`src/rtl/mux_scan_ctrl.sv`:
```
// Scan controller for an 8:1 mux. It steps the select through channels 0..7, samples y after
// SETTLE extra cycles per channel, and presents the samples as one word. Define MUX_SCAN_PARITY_EN for a parity output.
module mux_scan_ctrl #(
  parameter int unsigned SETTLE = 1
) (
  input  logic       clk,
  input  logic       rst,
  input  logic       start,
  input  logic       y,
  output logic [2:0] s,
  output logic       busy,
  output logic       done,
`ifdef MUX_SCAN_PARITY_EN
  output logic       parity,
`endif
  output logic [7:0] data
);

  localparam logic [3:0] SETTLE_CNT = 4'(SETTLE);

  typedef enum logic [1:0] {ST_IDLE, ST_WAIT, ST_SAMPLE, ST_DONE} state_t;

  state_t     state_reg, state_next;
  logic [2:0] s_reg, s_next;
  logic [3:0] cnt_reg, cnt_next;
  logic [7:0] shreg_reg, shreg_next;
  logic [7:0] data_reg, data_next;
  logic       sample_en;
  logic       capture_en;
`ifdef MUX_SCAN_PARITY_EN
  logic       parity_reg;
`endif

  always_comb begin
    state_next = state_reg;
    s_next     = s_reg;
    cnt_next   = cnt_reg;
    sample_en  = 1'b0;
    capture_en = 1'b0;
    case (state_reg)
      ST_IDLE: begin
        if (start) begin
          s_next     = 3'd0;
          cnt_next   = SETTLE_CNT;
          state_next = ST_WAIT;
        end
      end
      ST_WAIT: begin
        if (cnt_reg != 4'd0) cnt_next = cnt_reg - 4'd1;
        else                 state_next = ST_SAMPLE;
      end
      ST_SAMPLE: begin
        sample_en = 1'b1;
        if (s_reg == 3'd7) begin
          capture_en = 1'b1;
          state_next = ST_DONE;
        end else begin
          s_next     = s_reg + 3'd1;
          cnt_next   = SETTLE_CNT;
          state_next = ST_WAIT;
        end
      end
      ST_DONE: begin
        if (start) begin
          s_next     = 3'd0;
          cnt_next   = SETTLE_CNT;
          state_next = ST_WAIT;
        end else begin
          state_next = ST_IDLE;
        end
      end
      default: state_next = ST_IDLE;
    endcase
  end

  // Each shift-register bit only listens to y while the select points at it.
  genvar gi;
  generate
    for (gi = 0; gi < 8; gi++) begin : g_shreg
      assign shreg_next[gi] = (sample_en && s_reg == 3'(gi)) ? y : shreg_reg[gi];
    end
  endgenerate

  // Capturing from shreg_next folds the channel-7 sample into the word on the same edge.
  assign data_next = capture_en ? shreg_next : data_reg;

  always_ff @(posedge clk) begin
    if (rst) begin
      state_reg  <= ST_IDLE;
      s_reg      <= 3'd0;
      cnt_reg    <= 4'd0;
      shreg_reg  <= 8'h00;
      data_reg   <= 8'h00;
`ifdef MUX_SCAN_PARITY_EN
      parity_reg <= 1'b0;
`endif
    end else begin
      state_reg  <= state_next;
      s_reg      <= s_next;
      cnt_reg    <= cnt_next;
      shreg_reg  <= shreg_next;
      data_reg   <= data_next;
`ifdef MUX_SCAN_PARITY_EN
      if (capture_en) parity_reg <= ^shreg_next;
`endif
    end
  end

  assign s    = s_reg;
  assign busy = (state_reg == ST_WAIT) || (state_reg == ST_SAMPLE);
  assign done = (state_reg == ST_DONE);
  assign data = data_reg;
`ifdef MUX_SCAN_PARITY_EN
  assign parity = parity_reg;
`endif

endmodule

```
`config.mk`:
```
export PLATFORM = sky130hd
export DESIGN_NAME = mux_scan_ctrl
export DESIGN_NICKNAME = d
export VERILOG_FILES = /design/src/rtl/mux_scan_ctrl.sv
export SDC_FILE = /design/constraint.sdc
export NUM_CORES = 1
export LEC_CHECK = 0
export ABC_AREA = 1
export CORE_AREA = 5 5 61 63
export DETAILED_ROUTE_END_ITERATION = 12
export DIE_AREA = 0 0 66 68
export PLACE_DENSITY = 0.68
export SLEW_MARGIN = 25
export SYNTH_ARGS = -nofsm -noshare
export SYNTH_HDL_FRONTEND = slang
export SYNTH_SLANG_ARGS = --single-unit
export TNS_END_PERCENT = 20
```
`constraint.sdc`:
```
create_clock -name clk -period 3.7 [get_ports clk]
set_input_delay 0.925 -clock clk [delete_from_list [all_inputs] [get_ports clk]]
set_output_delay 0.925 -clock clk [all_outputs]
set_load 0.05 [all_outputs]
```
==> Yosys cells after proc, flatten, opt, wreduce, memory -nomap -nowiden <==
Cells that the tools add are included.
{ "classes": {"n_div": 0, "n_shift": 0, "n_addsub": 2, "n_eq_ne": 15, "multipliers": 0, "n_reduce_logical": 17, "bitwise_logic": 0, "magnitude_cmp": 0, "n_mux": 23} }
{ "ops": {"columns": ["cell", "n"], "rows": [
  ["$eq 3x3->1 const B", 4],
  ["$mux 1", 12],
  ["$mux 4", 3],
  ["$pmux 4 s3", 1],
  ["$logic_and 1x1->1", 8],
  ["$ne 2x2->1 const B", 4],
  ["$pmux 2 s4", 1],
  ["$eq 3x2->1 const B", 2],
  ["$mux 2", 3],
  ["$mux 3", 2],
  ["$pmux 3 s2", 1],
  ["$reduce_and 3->1", 2],
  ["$eq 2x2->1 const B", 2],
  ["$reduce_bool 4->1", 1],
  ["$sub 4x1->4 const B", 1],
  ["$add 3x1->3 const B", 1],
  ["$eq 3x1->1 const B", 1],
  ["$logic_not 3->1", 1],
  ["$eq 2x1->1 const B", 1],
  ["$logic_not 2->1", 1],
  ["$ne 2x1->1 const B", 1],
  ["$reduce_and 2->1", 1],
  ["$reduce_bool 2->1", 1],
  ["$reduce_or 2->1", 1],
  ["$logic_or 1x1->1", 1]
]} }
{ "totals": {"latch_bits": 0, "register_bits": 25, "mem_bits_rw": 0, "word_cells": 62, "mem_bits_ro": 0, "in_bits": 4, "memories": 0} }

==> Depth between registers and ports, before layout <==
Gate-level depths: netlist (run 1).
{ "depth": {"ltp_word": 4, "depth_mapped": 11} }

==> Worst setup path before layout (run 1) <==
Ideal clock, no wire load.
{ "synth_path": {"path_kind": "reg-to-output", "start": "reg state_reg[0]", "end": "out busy", "arrival_time_ns": 1.093, "path_buffers": 0, "setup_slack_ns": 1.682, "path_stages_with_launch": 3, "path_cell_list": "dfxtp_1 -> inv_1 -> ha_1"} }
{ "synth_between": {"elab_chain_cells": 2, "word_cells_on_any_way": 3, "classes_between": "2 x eq/ne; 1 x reduce/logical"} }
{ "synth_rtl": {"columns": ["item", "line_no", "rtl"], "rows": [
  ["start, declared", "23", "state_t state_reg, state_next;"],
  ["start signal, assigned", "98", "state_reg <= state_next;"],
  ["$eq 2x1->1 or $eq 2x2->1 (tied branches)", "110", "assign busy = (state_reg == ST_WAIT) || (state_reg == ST_SAMPLE);"],
  ["$logic_or 1x1->1 (*)", "110", null],
  ["end, declared", "11", "output logic busy,"]
]} }
Mark *: on every way between the ends. The rest lies on a longest branch, timed or not.

==> Worst setup path in the final report (run 1) <==
Same ends and word-level chain as after synthesis.

==> results of run 1 <==
## area by class of cell
| cell class | count | share of cell area [%] |
|---|---|---|
| Clock buffer | 3 | 1.50 |
| Clock inverter | 1 | 2.00 |
| Inverter | 30 | 7.83 |
| Multi-Input combinational cell | 111 | 41.7 |
| Sequential cell | 24 | 32.0 |
| Tap cell | 46 | 3.83 |
| Timing Repair Buffer | 17 | 11.2 |
## where the power goes
part	internal, W	switching (W)	total, W
Sequential	0.000290	0.0000321	0.000322
Clock	0.000110	0.0000803	0.000190
Combinational	0.000129	0.000235	0.000364
Total	0.000529	0.000347	0.000876
## layout by cell type (no fill, tap or decap)
master / Yosys / layout
nand3_4: 1 / 1
nand2_2: 1 / 1
nor2_1: 25 / 25
nand3b_1: 1 / 1
buf_4: 0 / 1
o21ai_1: 1 / 1
o211ai_1: 1 / 1
inv_1: 29 / 29
nand2_4: 2 / 2
ha_1: 12 / 12
bufinv_16: 0 / 1
dfxtp_1: 24 / 24
nor3_1: 3 / 3
nand4_1: 1 / 1
nand3_1: 11 / 11
clkdlybuf4s50_1: 0 / 16
o21ai_0: 17 / 17
o22ai_1: 1 / 1
nor2_4: 1 / 1
a21oi_1: 7 / 7
nand2_1: 25 / 25
clkbuf_4: 0 / 3
inv_6: 1 / 1
xor2_1: 1 / 1
## worst max-delay path by stage
| stage | startpoint | to | slack, ns | cells past startpoint |
|---|---|---|---|---|
| floorplan | state_reg[0]$_SDFFE_PP0P_ | busy | 1.68 | 2 |
| global placement | state_reg[0]$_SDFFE_PP0P_ | busy | 1.08 | 3 |
| detailed placement | state_reg[0]$_SDFFE_PP0P_ | busy | 1.06 | 3 |
| CTS | state_reg[0]$_SDFFE_PP0P_ | busy | 0.67 | 3 |
| global route | state_reg[0]$_SDFFE_PP0P_ | busy | 0.57 | 3 |
| finish | state_reg[0]$_SDFFE_PP0P_ | busy | 0.68 | 3 |
## kinds of logic (layout without fill, tap and decap cells)
| group | after synthesis | count (layout) |
|---|---|---|
| adders and majority gates | 12 | 12 |
| AOI/OAI and AO/OA | 27 | 27 |
| and+or+nand+nor | 71 | 71 |
| DFF | 24 | 24 |
| xor gates and xnor gates | 1 | 1 |
| buffers and inverters | 34 | 51 |
## per-stage QoR
step           utilization [%]  total power (W)
2_1_floorplan                -         0.000614
3_3_place_gp              45.6         0.000689
3_5_place_dp              45.6         0.000693
4_1_cts                   47.3         0.000888
5_1_grt                   47.3         0.000949
6_report                  47.3         0.000876
## worst register-to-register path: stages (launching register included)
cell and delay [ns]:
dfxtp_1 0.45, inv_1 0.12, ha_1 0.37, nor2_1 0.24, inv_1 0.11, nand3_4 0.10
inv_1 0.07, o21ai_0 0.14, nor2_1 0.05
## per-layer routing
metal / vias to the layer above / wire length [um] / GRT usage (%) / share of wire (%)
met5: - / 0 / 0 / 0
li1: 562 / - / - / -
met2: 30 / 1060 / 19.4 / 45
met4: 0 / 0 / 4.57 / 0
met3: 0 / 113 / 1.97 / 4.9
met1: 420 / 1150 / 15.3 / 50
==> Implementation_results.wiki, run 1 <==
{| class="wikitable"
! Metric !! Value
|-
| Share of cell area taken by muxes after synthesis || 0%
|-
| Post-route worst hold slack || 0.473 ns
|-
| Flop-to-flop setup slack || 1.96 ns
|-
| TritonRoute pass-1 iters || 4
|-
| Clock root buffer master || clkbuf_4
|-
| Crit path max-delay family || buffers and inverters
|-
| Post-Synth XOR/XNOR Area || 0.697%
|-
| CTS Sinks || 24
|-
| Floorplan die height || 68 um
|-
| Number of global-route vias before repair || 967
|-
| PortBufs || 16
|-
| Half-perimeter wire length after placement || 1.74 mm
|-
| Number of distinct standard cells referenced by the synthesized netlist || 22
|-
| Main combinational cell family by area after synthesis || simple AND/OR/NAND/NOR gates
|-
| Dpl cell area || 1450 um^2
|-
| Fraction of post-synthesis cell area in the top cell type by area || 38.2%
|-
| Area fraction in compound gates after synthesis || 11.0%
|-
| H-Tree Level Count || 1
|-
| Fill cells || 319
|-
| Kind of critical path || reg -> out
|-
| Net count of the mapped netlist || 185
|-
| Final-report setup violation count || 0
|-
| Global-route wire length before repair || 4.09 mm
|-
| Width of the die || 66 um
|-
| Area used by sequential logic in the layout || 480 um^2
|-
| Layout Area Growth over Synthesis || 19.5%
|-
| Number of flip-flops in the largest register || 8
|-
| Ratio of routed vias to standard cells || 4.36
|-
| Worst-Margin Slew || 0.508 ns
|-
| Reg-to-Reg Start || state_reg[0]$_SDFFE_PP0P_
|-
| Number of buffers between clock root and the deepest sink || 2
|-
| Power density over cell area || 583 nW/um^2
|-
| Final instance area || 1500 um^2
|-
| Maximum fanout encountered on the critical timing path || 6
|-
| Number of buffers added by the clock tree synthesis step || 3
|-
| Seq cells post-synth || 24
|-
| Status || completed
|-
| Mean post-synth cell area || 7.44 um^2
|-
| # rows || 21
|-
| Antenna violations before repair || 0
|-
| Smallest setup slack after layout || 0.685 ns
|-
| Remaining Overflow, GRT || 0
|-
| Cell at the slowest stage of the critical path || clkdlybuf4s50_1
|-
| Core Region || 3180 um^2
|-
| Post-route insts no fill || 232
|-
| Net count reported at finish || 203
|-
| Max-cap viol count || 0
|-
| Number of flops mapped to enable cells by yosys || 0
|-
| Clock tree from TritonCTS || built
|-
| Data required time at the worst endpoint || 2.77 ns
|-
| Final total negative setup slack || 0 ns
|-
| Clock slew at the register clock pins of the worst setup and hold paths || 0.13 ns
|-
| R2r worst-path depth || 8
|-
| Top cell types by occurrence after synthesis || 29 x inv_1, 25 x nand2_1, 25 x nor2_1
|-
| Final weighted congestion of routability-driven global placement || 0.803
|-
| Starting DRC count in detailed routing || 29
|-
| Initial cell density of the core || 39.6%
|-
| Top-level I/O count || 17
|-
| Leakage dissipation || 0.667 nW
|-
| Adder and majority gate portion of the synthesized area || 11.9%
|-
| Path class of the lowest-slack min-delay path || reg -> reg
|-
| Area occupied by multi-input gates || 627 um^2
|-
| Dominant cells by area after synthesis || dfxtp_1 38%, ha_1 12%, inv_1 8.7%
|-
| Period utilization || 81.5%
|-
| Latest clock arrival within the worst-skew pair || 0.31 ns
|-
| Buffers inserted by post-CTS timing repair || 0
|-
| Primary FF master, synth || dfxtp_1
|-
| Wirelength, routed || 2.32 mm
|-
| Register area share after synthesis || 38.2%
|-
| Headroom to the max-slew limit || 66.0%
|-
| Post-synthesis simple-gate area fraction || 26.2%
|-
| Crit path time final || 3.02 ns
|-
| Mapped cell area || 1260 um^2
|-
| Post-CTS Resized || 0
|-
| Cells on Worst Hold Path || 2
|-
| Yosys synthesis warning count || 0
|-
| Endpoint class of the critical path || output port
|-
| Max stage delay on crit path || 0.83 ns
|-
| Placed instance count || 228
|-
| Setup skew after layout || 0.00288 ns
|-
| End point of the most critical hold path || data[7]$_SDFFE_PP0P_
|-
| Overall via count from detail_route || 1012
|-
| Most used standard cell by instance count after synthesis || inv_1
|-
| Number of hold buffers added after CTS || 0
|-
| Largest area contributor in the synthesized netlist || dfxtp_1
|-
| Startpoint of the tightest hold check path || data[7]$_SDFFE_PP0P_
|-
| Slew Viols, Final || 0
|-
| WL/cell || 10.0 um
|-
| Setup repair after global routing missed its margin || false
|-
| Maximum achievable frequency || 332 MHz
|-
| Full die area || 4490 um^2
|-
| Antenna-violating nets left || 0
|-
| Worst Setup Start Kind || flop
|-
| Maximum number of pins on one net before global-route repair || 21
|-
| R2r endpoint || s[0]$_SDFFE_PP0P_
|-
| Maximum ir drop on the vdd rail || 388 uV
|-
| Overall track demand over capacity in global routing || 11.7%
|-
| Final hold viol count || 0
|-
| Fraction of registers with async set or reset after synthesis || 0%
|-
| Placement Setup Slack || 1.06 ns
|-
| Count of unresolved DRC violations after routing || 0
|-
| Final antenna diode count || 0
|-
| WP buf/inv || 2
|-
| Data arrival time of the critical path || 2.09 ns
|-
| Critical-path cell list || inv_1, ha_1, clkdlybuf4s50_1
|-
| Post-synthesis cell count || 169
|-
| Fraction of layout cells with a size suffix above 1 || 5.91%
|}
Note: power is estimated with default switching activity, not from simulation.
==> run 2: changes to the inputs <==
Clock period 3.7 ns to 3 ns, I/O delays scaled along.
==> run 2 against run 1 <==
  * Design area stayed put
  * First-iteration DRC count is 66% higher
  * Routed wire length is 0.13% higher
  * Clock power is 23% higher
  * Die area stayed put
==> Implementation_results.wiki, run 2 (same netlist as run 1, synthesis figures left out) <==
{| class="wikitable"
! Metric !! Value
|-
| Wirelength, routed || 2.33 mm
|-
| GR Layer Usage met2 || 18.0%
|-
| Max stage delay on crit path || 0.83 ns
|-
| Number of hold buffers added after CTS || 0
|-
| Busiest layer in global routing || met2
|-
| Final weighted congestion of routability-driven global placement || 0.784
|-
| Status || completed
|-
| Latest clock arrival within the worst-skew pair || 0.32 ns
|-
| Starting DRC count in detailed routing || 48
|-
| Flop-to-flop setup slack || 1.24 ns
|-
| Top-level I/O count || 17
|-
| Endpoint class of the critical path || output port
|-
| Portion of total power attributed to sequential cells || 36.7%
|-
| Maximum number of pins on one net before global-route repair || 15
|-
| Final-report setup violation count || 0
|-
| Width of the die || 66 um
|-
| Final Core Density || 47.3%
|-
| Met1 global-route usage || 16.2%
|-
| H-Tree Level Count || 1
|-
| Crit path max-delay family || buffers and inverters
|-
| Data required time at the worst endpoint || 2.25 ns
|-
| Buffers inserted by post-CTS timing repair || 0
|-
| Power density over cell area || 720 nW/um^2
|-
| Number of buffers between clock root and the deepest sink || 2
|-
| Half-perimeter wire length after placement || 1.72 mm
|-
| Worst Setup Start Kind || flop
|-
| Floorplan die height || 68 um
|-
| Ratio of routed vias to standard cells || 4.36
|-
| Max-cap viol count || 0
|-
| Setup repair after global routing missed its margin || false
|-
| Overall track demand over capacity in global routing || 11.7%
|-
| WL/cell || 10.0 um
|-
| Path class of the lowest-slack min-delay path || reg -> reg
|-
| Most frequent cells in the layout || 29 x inv_1, 25 x nand2_1, 25 x nor2_1
|-
| Clock tree from TritonCTS || built
|-
| Number of flip-flops in the largest register || 8
|-
| Most common library cell in the layout ignoring fill and taps || inv_1
|-
| Overall via count from detail_route || 1011
|-
| Cell at the slowest stage of the critical path || clkdlybuf4s50_1
|-
| Cell internal power dissipation || 0.000652 W
|-
| Maximum ir drop on the vdd rail || 517 uV
|-
| Antenna-violating nets left || 0
|-
| Slew Viols, Final || 0
|-
| Count of unresolved DRC violations after routing || 0
|-
| Period utilization || 94.6%
|-
| Part of the power in the clock network || 21.5%
|-
| Placed instance count || 228
|-
| Post-route worst hold slack || 0.482 ns
|-
| # rows || 21
|-
| Headroom to the max-slew limit || 65.6%
|-
| Final antenna diode count || 0
|-
| Fraction of layout cells with a size suffix above 1 || 5.91%
|-
| Net count reported at finish || 203
|-
| Kind of critical path || reg -> out
|-
| Post-CTS Resized || 0
|-
| Maximum achievable frequency || 352 MHz
|-
| Core Region || 3180 um^2
|-
| Full die area || 4490 um^2
|-
| Net Sw Frac || 39.8%
|-
| Crit path time final || 2.84 ns
|-
| Final instance area || 1500 um^2
|-
| Initial cell density of the core || 39.6%
|-
| Leakage dissipation || 0.667 nW
|-
| Number of global-route vias before repair || 941
|-
| Global-route wire length before repair || 4.07 mm
|-
| Layout Area Growth over Synthesis || 19.5%
|-
| Critical-path cell list || inv_1, ha_1, clkdlybuf4s50_1
|-
| Clock root buffer master || clkbuf_4
|-
| Net Switching || 0.000431 W
|-
| Setup skew after layout || 0.0128 ns
|-
| Met3 track utilization from global routing || 2.13%
|-
| CTS Sinks || 24
|-
| Maximum fanout encountered on the critical timing path || 6
|-
| PortBufs || 16
|-
| TritonRoute pass-1 iters || 4
|-
| Post-route insts no fill || 232
|-
| Remaining Overflow, GRT || 0
|-
| Data arrival time of the critical path || 2.09 ns
|-
| Number of buffers added by the clock tree synthesis step || 3
|-
| Worst-Margin Slew || 0.514 ns
|-
| Antenna violations before repair || 0
|-
| WP buf/inv || 2
|-
| Clock slew at the register clock pins of the worst setup and hold paths || 0.14 ns
|-
| Dpl cell area || 1450 um^2
|-
| Combinational share of power || 41.8%
|-
| Final total negative setup slack || 0 ns
|-
| Final hold viol count || 0
|}
-- run 2: power groups by stage --
stage                     Clock, W  Combinational (W)  Sequential (W)
after floorplan                  0           0.000331        0.000426
after global placement           0           0.000447        0.000403
after detailed placement         0           0.000450        0.000404
after CTS                 0.000240           0.000457        0.000398
after global routing      0.000257           0.000507        0.000406
final                     0.000233           0.000453        0.000397
-- run 2: worst min-delay path, stage by stage (launching register included) --
cell and delay, ns:
dfxtp_1 0.34, nand2_1 0.06, a21oi_1 0.06
-- run 2: area by class of cell --
type	instances	area, um^2
multi-input combinational	111	627
timing repair buffer	17	168
inverter	30	118
sequential	24	480
clock inverter	1	30.0
tap	46	57.6
fill	327	1680
clock buffer	3	22.5
-- run 2: worst paths after layout --
| kind | startpoint | end | depth (start not counted) |
|---|---|---|---|
| worst min-delay path | data[7]$_SDFFE_PP0P_ | data[7]$_SDFFE_PP0P_ | 2 |
| worst max-delay path | state_reg[0]$_SDFFE_PP0P_ | busy | 3 |
| worst max register to register | state_reg[0]$_SDFFE_PP0P_ | cnt_reg[0]$_SDFFE_PP0P_ | 9 |
| worst min register to register | data[7]$_SDFFE_PP0P_ | data[7]$_SDFFE_PP0P_ | 2 |
-- run 2: per-layer routing --
layer	wire length (um)	up-vias
met5	0	-
met4	32	0
met3	53	2
met2	952	13
met1	1290	431
li1	-	565
-- run 2: through the flow --
stage,total power (W),worst slack [ns]
final,0.00108,0.162
after global routing,0.00117,0.0345
after CTS,0.00109,0.130
after detailed placement,0.000854,0.503
after global placement,0.000851,0.561
after floorplan,0.000757,1.15
==> run 3: changes to the inputs <==
Settings changed: CTS_CLUSTER_SIZE set to 28.
==> results of run 3 <==
Same layout as run 2: the final DEF is identical, and so are final timing and power.
